<file path="config.mk">
export PLATFORM = sky130hd
export DESIGN_NAME = register_scoreboard_flat
export DESIGN_NICKNAME = d
export VERILOG_FILES = /design/src/rtl/cpu_types_pkg.sv /design/src/rtl/register_scoreboard_if.sv /design/src/rtl/register_scoreboard_sb_counter.sv /design/src/rtl/register_scoreboard.sv /design/src/flat_wrapper.sv
export SDC_FILE = /design/constraint.sdc
export NUM_CORES = 1
export LEC_CHECK = 0
export CORE_UTILIZATION = 37
export DETAILED_ROUTE_END_ITERATION = 8
export PLACE_DENSITY = 0.55
export SLEW_MARGIN = 15
export SYNTH_ARGS = -nofsm -noshare
export SYNTH_HDL_FRONTEND = slang
export SYNTH_HIERARCHICAL = 1
export SYNTH_SLANG_ARGS = --single-unit
export TNS_END_PERCENT = 50
</file>
<file path="constraint.sdc">
create_clock -name CLK -period 12.12 [get_ports CLK]
set_input_delay 1.818 -clock CLK [delete_from_list [all_inputs] [get_ports CLK]]
set_output_delay 1.818 -clock CLK [all_outputs]
set_load 0.02 [all_outputs]
</file>
<file path="src/rtl/cpu_types_pkg.sv">
// Shared core types: register indices, scoreboard counter width and the
// release-decode helper used by the register scoreboard.
package cpu_types_pkg;

    localparam int REGW    = 5;
    localparam int SB_CNTW = 2;

    typedef logic [REGW-1:0]    regbits_t;
    typedef logic [SB_CNTW-1:0] sb_cnt_t;

    // Number of releases (writeback and/or kill) aimed at register idx this cycle.
    function automatic logic [1:0] sb_rel_count(
        input logic     wb_v,
        input regbits_t wb_s,
        input logic     kill_v,
        input regbits_t kill_s,
        input regbits_t idx
    );
        return {1'b0, (wb_v && (wb_s == idx))} + {1'b0, (kill_v && (kill_s == idx))};
    endfunction

endpackage

</file>
<file path="src/rtl/register_scoreboard_if.sv">
// Issue / writeback / kill bundle between decode and the register scoreboard.
// master = decode/pipeline side, slave = scoreboard.
interface register_scoreboard_if
    import cpu_types_pkg::*;
#(
    parameter int NREGS = 32
);
    logic             iss_valid;
    regbits_t         iss_rs;
    logic             iss_rs_used;
    regbits_t         iss_rt;
    logic             iss_rt_used;
    regbits_t         iss_rd;
    logic             iss_wen;
    logic             iss_stall;
    logic             iss_fire;
    logic             wb_valid;
    regbits_t         wb_sel;
    logic             kill_valid;
    regbits_t         kill_sel;
    logic [NREGS-1:0] busy;
    logic             empty;
    logic             err;
    logic [31:0]      stall_cycles;

    modport master (
        output iss_valid, iss_rs, iss_rs_used, iss_rt, iss_rt_used, iss_rd, iss_wen,
        output wb_valid, wb_sel, kill_valid, kill_sel,
        input  iss_stall, iss_fire, busy, empty, err, stall_cycles
    );

    modport slave (
        input  iss_valid, iss_rs, iss_rs_used, iss_rt, iss_rt_used, iss_rd, iss_wen,
        input  wb_valid, wb_sel, kill_valid, kill_sel,
        output iss_stall, iss_fire, busy, empty, err, stall_cycles
    );

endinterface

</file>
<file path="src/rtl/register_scoreboard_sb_counter.sv">
// Pending-write counter for one architectural register: one increment per
// issued writer, up to two releases per cycle, clamped at zero on underflow.
module sb_counter
    import cpu_types_pkg::*;
#(
    parameter int CNTW = SB_CNTW
) (
    input  logic            CLK,
    input  logic            RST,
    input  logic            inc,
    input  logic [1:0]      dec,
    output logic [CNTW-1:0] count,
    output logic [CNTW-1:0] eff,
    output logic            underflow
);

    typedef logic [CNTW:0] ext_t;

    logic [CNTW-1:0] r_count;
    ext_t            w_dec;
    ext_t            w_sum;
    ext_t            w_next;
    ext_t            w_eff;

    // Issue can only fire when eff < MAXPEND, so w_next always fits in CNTW bits.
    always_comb begin
        w_dec     = ext_t'(dec);
        w_sum     = ext_t'(r_count) + ext_t'(inc);
        w_eff     = ext_t'(r_count) - w_dec;
        underflow = (w_dec > ext_t'(r_count));
        eff       = underflow ? '0 : w_eff[CNTW-1:0];
        w_next    = (w_sum >= w_dec) ? (w_sum - w_dec) : '0;
    end

    // NOTE: state registers use non-blocking assignments so every counter
    // samples the same pre-edge values regardless of evaluation order.
    always_ff @(posedge CLK) begin
        if (RST) begin
            r_count <= '0;
        end else begin
            r_count <= w_next[CNTW-1:0];
        end
    end

    assign count = r_count;

endmodule

</file>
<file path="src/rtl/register_scoreboard.sv">
// Register scoreboard: per-register pending-write counters, combinational
// RAW/saturation stall, sticky underflow error. SCOREBOARD_STATS_EN adds a stall counter.
module register_scoreboard
    import cpu_types_pkg::*;
#(
    parameter int NREGS = 32,
    parameter int CNTW  = SB_CNTW
) (
    input  logic                  CLK,
    input  logic                  RST,
    register_scoreboard_if.slave  sb
);

    localparam logic [CNTW-1:0] MAXPEND = '1;

    logic [CNTW-1:0] w_count     [NREGS];
    logic [CNTW-1:0] w_eff       [NREGS];
    logic            w_underflow [NREGS];
    logic            w_rs_hit;
    logic            w_rt_hit;
    logic            w_rd_sat;
    logic            w_hazard;
    logic            w_any_busy;
    logic            w_any_uflow;
    logic            r_err;

    for (genvar i = 0; i < NREGS; i++) begin : g_reg
        if (i == 0) begin : g_zero
            assign w_count[i]     = '0;
            assign w_eff[i]       = '0;
            assign w_underflow[i] = 1'b0;
        end else begin : g_cnt
            logic       w_inc;
            logic [1:0] w_dec;

            assign w_inc = sb.iss_fire & sb.iss_wen & (sb.iss_rd == regbits_t'(i));
            assign w_dec = sb_rel_count(sb.wb_valid, sb.wb_sel, sb.kill_valid,
                                        sb.kill_sel, regbits_t'(i));

            sb_counter #(.CNTW(CNTW)) u_cnt (
                .CLK       (CLK),
                .RST       (RST),
                .inc       (w_inc),
                .dec       (w_dec),
                .count     (w_count[i]),
                .eff       (w_eff[i]),
                .underflow (w_underflow[i])
            );
        end
    end

    // Hazards look at the effective count so a same-cycle writeback unblocks issue.
    always_comb begin
        // NOTE: every always_comb output gets a default first so no path can infer a latch.
        w_rs_hit = 1'b0;
        w_rt_hit = 1'b0;
        w_rd_sat = 1'b0;
        if (sb.iss_rs_used && (sb.iss_rs != '0)) begin
            w_rs_hit = (w_eff[sb.iss_rs] != '0);
        end
        if (sb.iss_rt_used && (sb.iss_rt != '0)) begin
            w_rt_hit = (w_eff[sb.iss_rt] != '0);
        end
        if (sb.iss_wen && (sb.iss_rd != '0)) begin
            w_rd_sat = (w_eff[sb.iss_rd] == MAXPEND);
        end
        w_hazard = w_rs_hit | w_rt_hit | w_rd_sat;
    end

    assign sb.iss_stall = RST | (sb.iss_valid & w_hazard);
    assign sb.iss_fire  = sb.iss_valid & ~sb.iss_stall;

    always_comb begin
        w_any_busy  = 1'b0;
        w_any_uflow = 1'b0;
        sb.busy     = '0;
        for (int i = 1; i < NREGS; i++) begin
            sb.busy[i]  = ~RST & (w_count[i] != '0);
            w_any_busy  = w_any_busy | (w_count[i] != '0);
            w_any_uflow = w_any_uflow | w_underflow[i];
        end
    end

    assign sb.empty = RST | ~w_any_busy;

    always_ff @(posedge CLK) begin
        if (RST) begin
            r_err <= 1'b0;
        end else if (w_any_uflow) begin
            r_err <= 1'b1;
        end
    end

    assign sb.err = r_err;

`ifdef SCOREBOARD_STATS_EN
    logic [31:0] r_stall_cycles;

    always_ff @(posedge CLK) begin
        if (RST) begin
            r_stall_cycles <= '0;
        end else if (sb.iss_valid && sb.iss_stall && (r_stall_cycles != 32'hFFFF_FFFF)) begin
            r_stall_cycles <= r_stall_cycles + 32'd1;
        end
    end

    assign sb.stall_cycles = r_stall_cycles;
`else
    assign sb.stall_cycles = '0;
`endif

endmodule

</file>
<file path="src/flat_wrapper.sv">
// flat-port wrapper written by rule: the top's interface ports become plain ports
module register_scoreboard_flat import cpu_types_pkg::*;
#(
    parameter int NREGS = 32,
    parameter int CNTW  = SB_CNTW
)
  (CLK, RST, sb_iss_valid, sb_iss_rs, sb_iss_rs_used, sb_iss_rt, sb_iss_rt_used, sb_iss_rd, sb_iss_wen, sb_wb_valid, sb_wb_sel, sb_kill_valid, sb_kill_sel, sb_iss_stall, sb_iss_fire, sb_busy, sb_empty, sb_err, sb_stall_cycles);
  register_scoreboard_if #(.NREGS(NREGS)) sb_i ();
  input  logic CLK;
  input  logic RST;
  input wire logic [$bits(sb_i.iss_valid)-1:0] sb_iss_valid;
  input wire logic [$bits(sb_i.iss_rs)-1:0] sb_iss_rs;
  input wire logic [$bits(sb_i.iss_rs_used)-1:0] sb_iss_rs_used;
  input wire logic [$bits(sb_i.iss_rt)-1:0] sb_iss_rt;
  input wire logic [$bits(sb_i.iss_rt_used)-1:0] sb_iss_rt_used;
  input wire logic [$bits(sb_i.iss_rd)-1:0] sb_iss_rd;
  input wire logic [$bits(sb_i.iss_wen)-1:0] sb_iss_wen;
  input wire logic [$bits(sb_i.wb_valid)-1:0] sb_wb_valid;
  input wire logic [$bits(sb_i.wb_sel)-1:0] sb_wb_sel;
  input wire logic [$bits(sb_i.kill_valid)-1:0] sb_kill_valid;
  input wire logic [$bits(sb_i.kill_sel)-1:0] sb_kill_sel;
  output wire logic [$bits(sb_i.iss_stall)-1:0] sb_iss_stall;
  output wire logic [$bits(sb_i.iss_fire)-1:0] sb_iss_fire;
  output wire logic [$bits(sb_i.busy)-1:0] sb_busy;
  output wire logic [$bits(sb_i.empty)-1:0] sb_empty;
  output wire logic [$bits(sb_i.err)-1:0] sb_err;
  output wire logic [$bits(sb_i.stall_cycles)-1:0] sb_stall_cycles;
  assign sb_i.iss_valid = sb_iss_valid;
  assign sb_i.iss_rs = sb_iss_rs;
  assign sb_i.iss_rs_used = sb_iss_rs_used;
  assign sb_i.iss_rt = sb_iss_rt;
  assign sb_i.iss_rt_used = sb_iss_rt_used;
  assign sb_i.iss_rd = sb_iss_rd;
  assign sb_i.iss_wen = sb_iss_wen;
  assign sb_i.wb_valid = sb_wb_valid;
  assign sb_i.wb_sel = sb_wb_sel;
  assign sb_i.kill_valid = sb_kill_valid;
  assign sb_i.kill_sel = sb_kill_sel;
  assign sb_iss_stall = sb_i.iss_stall;
  assign sb_iss_fire = sb_i.iss_fire;
  assign sb_busy = sb_i.busy;
  assign sb_empty = sb_i.empty;
  assign sb_err = sb_i.err;
  assign sb_stall_cycles = sb_i.stall_cycles;
  register_scoreboard #(.NREGS(NREGS), .CNTW(CNTW)) u_core (.CLK(CLK), .RST(RST), .sb(sb_i));
endmodule
</file>
==> Yosys cells after proc, flatten, opt, wreduce, memory -nomap -nowiden <==
Cells that the tools add are included.
{ "classes": {"eq_ne": 94, "reduce_logical": 132, "order_cmp": 65, "bitwise_logic": 166, "n_mux": 43, "n_addsub": 124} }
{ "op_table": {"columns": ["op", "count"], "rows": [
  ["== test 5 bit (second input constant)", 48],
  ["subtractor 2 bit", 62],
  ["== test 5 x 4 -> 1 bit (second input constant)", 24],
  ["adder 2 x 1 -> 3 bit", 31],
  ["greater-or-equal comparator 3 x 2 -> 1 bit", 31],
  ["2-to-1 mux 2 bit", 37],
  ["nonzero test 2 bit", 33],
  ["bitwise AND 1 bit", 65],
  ["logical AND 1 bit", 65],
  ["bitwise OR 1 bit", 64],
  ["adder 1 x 1 -> 2 bit", 31],
  ["greater-than comparator 2 bit", 31],
  ["OR reduction 2 bit", 31],
  ["== test 5 x 3 -> 1 bit (second input constant)", 12],
  ["NOT 1 bit", 34],
  ["binary-select mux 2 bit (select 5 bit)", 3],
  ["== test 5 x 2 -> 1 bit (second input constant)", 6],
  ["greater-or-equal comparator 6 bit (second input constant)", 3],
  ["NOT 5 -> 6 bit", 3],
  ["== test 5 x 1 -> 1 bit (second input constant)", 3],
  ["nonzero test 5 bit", 3],
  ["2-to-1 mux 1 bit", 3],
  ["== test 2 bit (second input constant)", 1]
]} }
{ "totals": {"wordCells": 656, "reg_bits": 63, "output_inout_bits": 68, "input_bits": 33} }

==> Logic depth before layout (Yosys ltp) <==
{ "depth": {"word_depth": 34, "depth_mapped": 22, "depth_no_buf": 21} }

==> Cells and area by module <==
Netlist, hierarchy kept.
{ "modules_own_cells": {"columns": ["mod", "area_per_inst_um2", "cells_per_inst", "seq_area_each_um2", "n_inst"], "rows": [
  ["sb_counter at u_core.g_reg[17].g_cnt.u_cnt ...", 222.7, 23, 40.0, 24],
  ["register_scoreboard", 3198.1, 478, 20.0, 1],
  ["sb_counter at u_core.g_reg[10].g_cnt.u_cnt ...", 210.2, 23, 40.0, 7]
]} }

==> Worst setup path after synthesis <==
OpenSTA, ideal clock, no wires.
{ "synth_timing": {"path_type": "input -> output", "startpoint": "input sb_wb_sel[2]", "endpoint": "output sb_iss_fire", "stages": 15, "path_buffers": 2, "required_time_ps": 10302, "path_slack_ps": 5302, "arrival_time_ps": 5000, "cell_sequence": "or2_2 -> clkbuf_1 -> nor2_1 -> ha_1 -> ha_1 -> inv_1 -> fa_1 -> and2_1 -> mux4_2 -> o22ai_1 -> nor4_1 -> o21ai_2 -> o211ai_4 -> buf_6 -> nor3_1"} }
{ "synth_lines": {"columns": ["element", "line_no", "text"], "rows": [
  ["start, declared", "flat_wrapper.sv:19", "input wire logic [$bits(sb_i.wb_sel)-1:0] sb_wb_sel;"],
  ["end, declared", "flat_wrapper.sv:23", "output wire logic [$bits(sb_i.iss_fire)-1:0] sb_iss_fire;"]
]} }

==> qor.yml <==
critical_path:
  arrival_ns: 6.60
  ff2ff_setup_slack_ns: 7.55
  critPathTopFamily: "buffers and inverters"
  worstPathCellList: "clkdlybuf4s50_1, nor2b_1, nand2_1, nor3_1, ha_1, ha_1, inv_1, fa_1, and2_1, nor2_1, mux4_2, mux2_2, a211o_1, nand3_1, o32a_1, clkdlybuf4s50_1"
  crit_fanout: 7
  max_stage_delay_ns: 0.63
  path_class: "in2out"
  crit_path_end_kind: "primary output"
  critPathSlowestCell: "clkdlybuf4s50_1"
  crit_required_ns: 10.30
  critPathBufInv: 3
  cp-start-kind: "primary input"
cts:
  cts_buffers: 9
  clk_latency_ns: 0.35
  holdBufCountCts: 0
  clk_pin_slew_ns: 0.05
  postCtsSetupBuffers: 0
  post_cts_resized: 0
  root_buffer: "clkbuf_16"
  cts.htree.levels: 3
  cts_tree: "done"
  cts.sinks: 63
  cts_buffer_depth: 2
sta:
  hold_violations: 0
  fin_setup_tns_ns: 0
  maxSlewViolCount: 0
  worstMarginPinSlew_ns: 1.03
  finalCritPeriodShare_pct: 69.4
  rsz0062_at_grt: "false"
  fin_skew_ns: 0.00959
  fmax_mhz: 119
  setup_viol: 0
  fin_crit_ns: 8.41
  max_slew_margin_pct: 30.8
detailed_routing:
  drtPass1Iterations: 9
  drc: 5
  ant_nets: 0
  wirelength_um: 27400
  vias: 8135
  routedWlPerCell_um: 17.3
  drt_iter0_markers: 738
  viasPerCell: 5.14
global_routing:
  grtUsageTotal_pct: 20.3
  grt.busiest_layer: "met2"
  grt.met1_usage_pct: 27.9
  grt.met3_usage_pct: 3.04
  grt_pass1_wl_um: 43500
  grt_max_degree: 53
  overflow: 0
  antenna_found_initial: 0
  grt_pass1_vias: 7962
  grtUsageMet2_pct: 32.6
logic_synthesis:
  synth_edf_count: 0
  avgSynthCellArea_um2: 8.41
  postSynthCellCount: 1191
  synthesis.area_um2: 10000
  ys_seq_area_share_pct: 12.6
  synth.most_common_cell: "nor2_1"
  synth_top_cell_area_share_pct: 19.4
  yosysTopAreaCell: "ha_1"
  synth_area_leaders: "ha_1 19%, dfxtp_1 13%, fa_1 12%"
  yosysWarnings: 6
  synth.distinct_cells: 59
  synth_ff_type: "dfxtp_1"
  synth_seq_cells: 63
  async_flop_share_pct: 0
  synth_common_cells: "256 x nor2_1, 159 x inv_1, 155 x ha_1, 63 x dfxtp_1, 62 x fa_1"
power:
  p_leak_nw: 4.82
  clkPwrFrac_pct: 40.3
  max-vdd-ir-drop_uv: 53.2
  seq_power_share_pct: 32.7
  power.switching_w: 0.000221
  power.density_nw_per_um2: 59.7
  p_sw_share_pct: 33.2
  power_frac_comb_pct: 27.0
  design_power_total_w: 0.000664
  internal-power_w: 0.000443
outcome:
  violations: "DRC"
  outcome: "finished, violations left"
floorplan:
  die_h_um: 167
  dieWidth_um: 167
  core_area_um2: 26300
  ios: 101
  start_util_pct: 38.1
  die-area_um2: 27700
  rows: 59
finish:
  stdcell_area_um2: 11100
  layout-drive-gt1-share_pct: 15.5
  final_nets: 1494
  syn2layout_area_growth_pct: 11.2
  nFillCells: 2694
  antenna_cells: 0
  final_util_pct: 42.4
min_path:
  hold_class: "reg2reg"
placed_design:
  place_congestion: 0.923
  port_buffers: 67
  dp_hpwl_um: 22800
  post_dp_cell_area_um2: 10800
run:
  maxCapViolations: 0
placed cells by master, fill, tap and decap left out, types with 6 or more instances in the layout:
cell type and n:
a21oi_1 11, a21oi_2 31, and2_1 31, clkbuf_16 9, clkdlybuf4s50_1 66, conb_1 33, dfxtp_1 63, fa_1 62
ha_1 155, inv_1 159, mux2i_1 8, mux4_2 14, nand2_1 58, nand2b_1 8, nand3_1 25, nand4_1 13
nor2_1 256, nor2b_1 13, nor2b_2 31, nor3_1 18, nor3_2 24, nor3b_2 24, nor4_1 27, nor4_2 7
nor4b_1 6, o211ai_2 33
kinds of logic (layout without fill, tap and decap cells):
kind of cell,after synthesis,in the layout,synth area share [%]
mux,30,30,5.45
buf+inv,221,247,10.0
other cells,1,33,0.0374
compound gates,104,104,9.83
flops,63,63,12.6
fa+ha+maj,217,217,31.8
simple gates,555,555,30.3
power groups by stage:
stage          combinational [W]  sequential [W]  clock, W
6_report                0.000179        0.000217  0.000268
5_1_grt                 0.000195        0.000218  0.000285
4_1_cts                 0.000179        0.000217  0.000274
3_5_place_dp            0.000178        0.000222         0
3_3_place_gp            0.000177        0.000222         0
2_1_floorplan           0.000126        0.000221         0
worst min-delay path: cells and delay by family, from the launching register on:
kind          cells  cell delay, ns
flops             1            0.36
simple gates      4            0.31
flip-flops by register name, indices dropped and copies added (netlist names):
| signal | flops |
|---|---|
| u_core/sb.err | 1 |
| u_core/g.g_cnt.u_cnt/count | 62 |
metal layers:
layer	share of wire (%)	vias up
li1	-	4032
met1	47	3824
met2	45	240
met3	5.4	39
met4	2.5	0
met5	0	-
area by class of cell:
class,count,area [um2],share of cell area [%]
Clock inverter,4,45.0,0.405
Timing Repair Buffer,70,691,6.20
Multi-Input combinational cell,939,7870,70.7
Tap cell,335,419,3.76
Inverter,161,604,5.43
Clock buffer,12,246,2.21
Sequential cell,63,1260,11.3
final timing paths:
path,start,to,depth (start not counted)
max,sb_kill_sel[2],sb_iss_stall,16
min,u_core/sb.err,u_core/sb.err,4
max reg2reg,u_core/g_reg[16].g_cnt.u_cnt/count[0],u_core/g_reg[9].g_cnt.u_cnt/count[0],16
min reg2reg,u_core/sb.err,u_core/sb.err,4
stage by stage:
| step | setup slack [ns] | hold WS [ns] | std cells |
|---|---|---|---|
| after floorplan | 5.30 | 0.700 | 1223 |
| after global placement | 3.82 | 0.716 | 1568 |
| after detailed placement | 3.79 | 0.697 | 1568 |
| after CTS | 3.78 | 0.708 | 1584 |
| after global routing | 3.51 | 0.765 | 1584 |
| final | 3.71 | 0.699 | 1584 |
No activity file was read; power rests on OpenSTA's default activity.
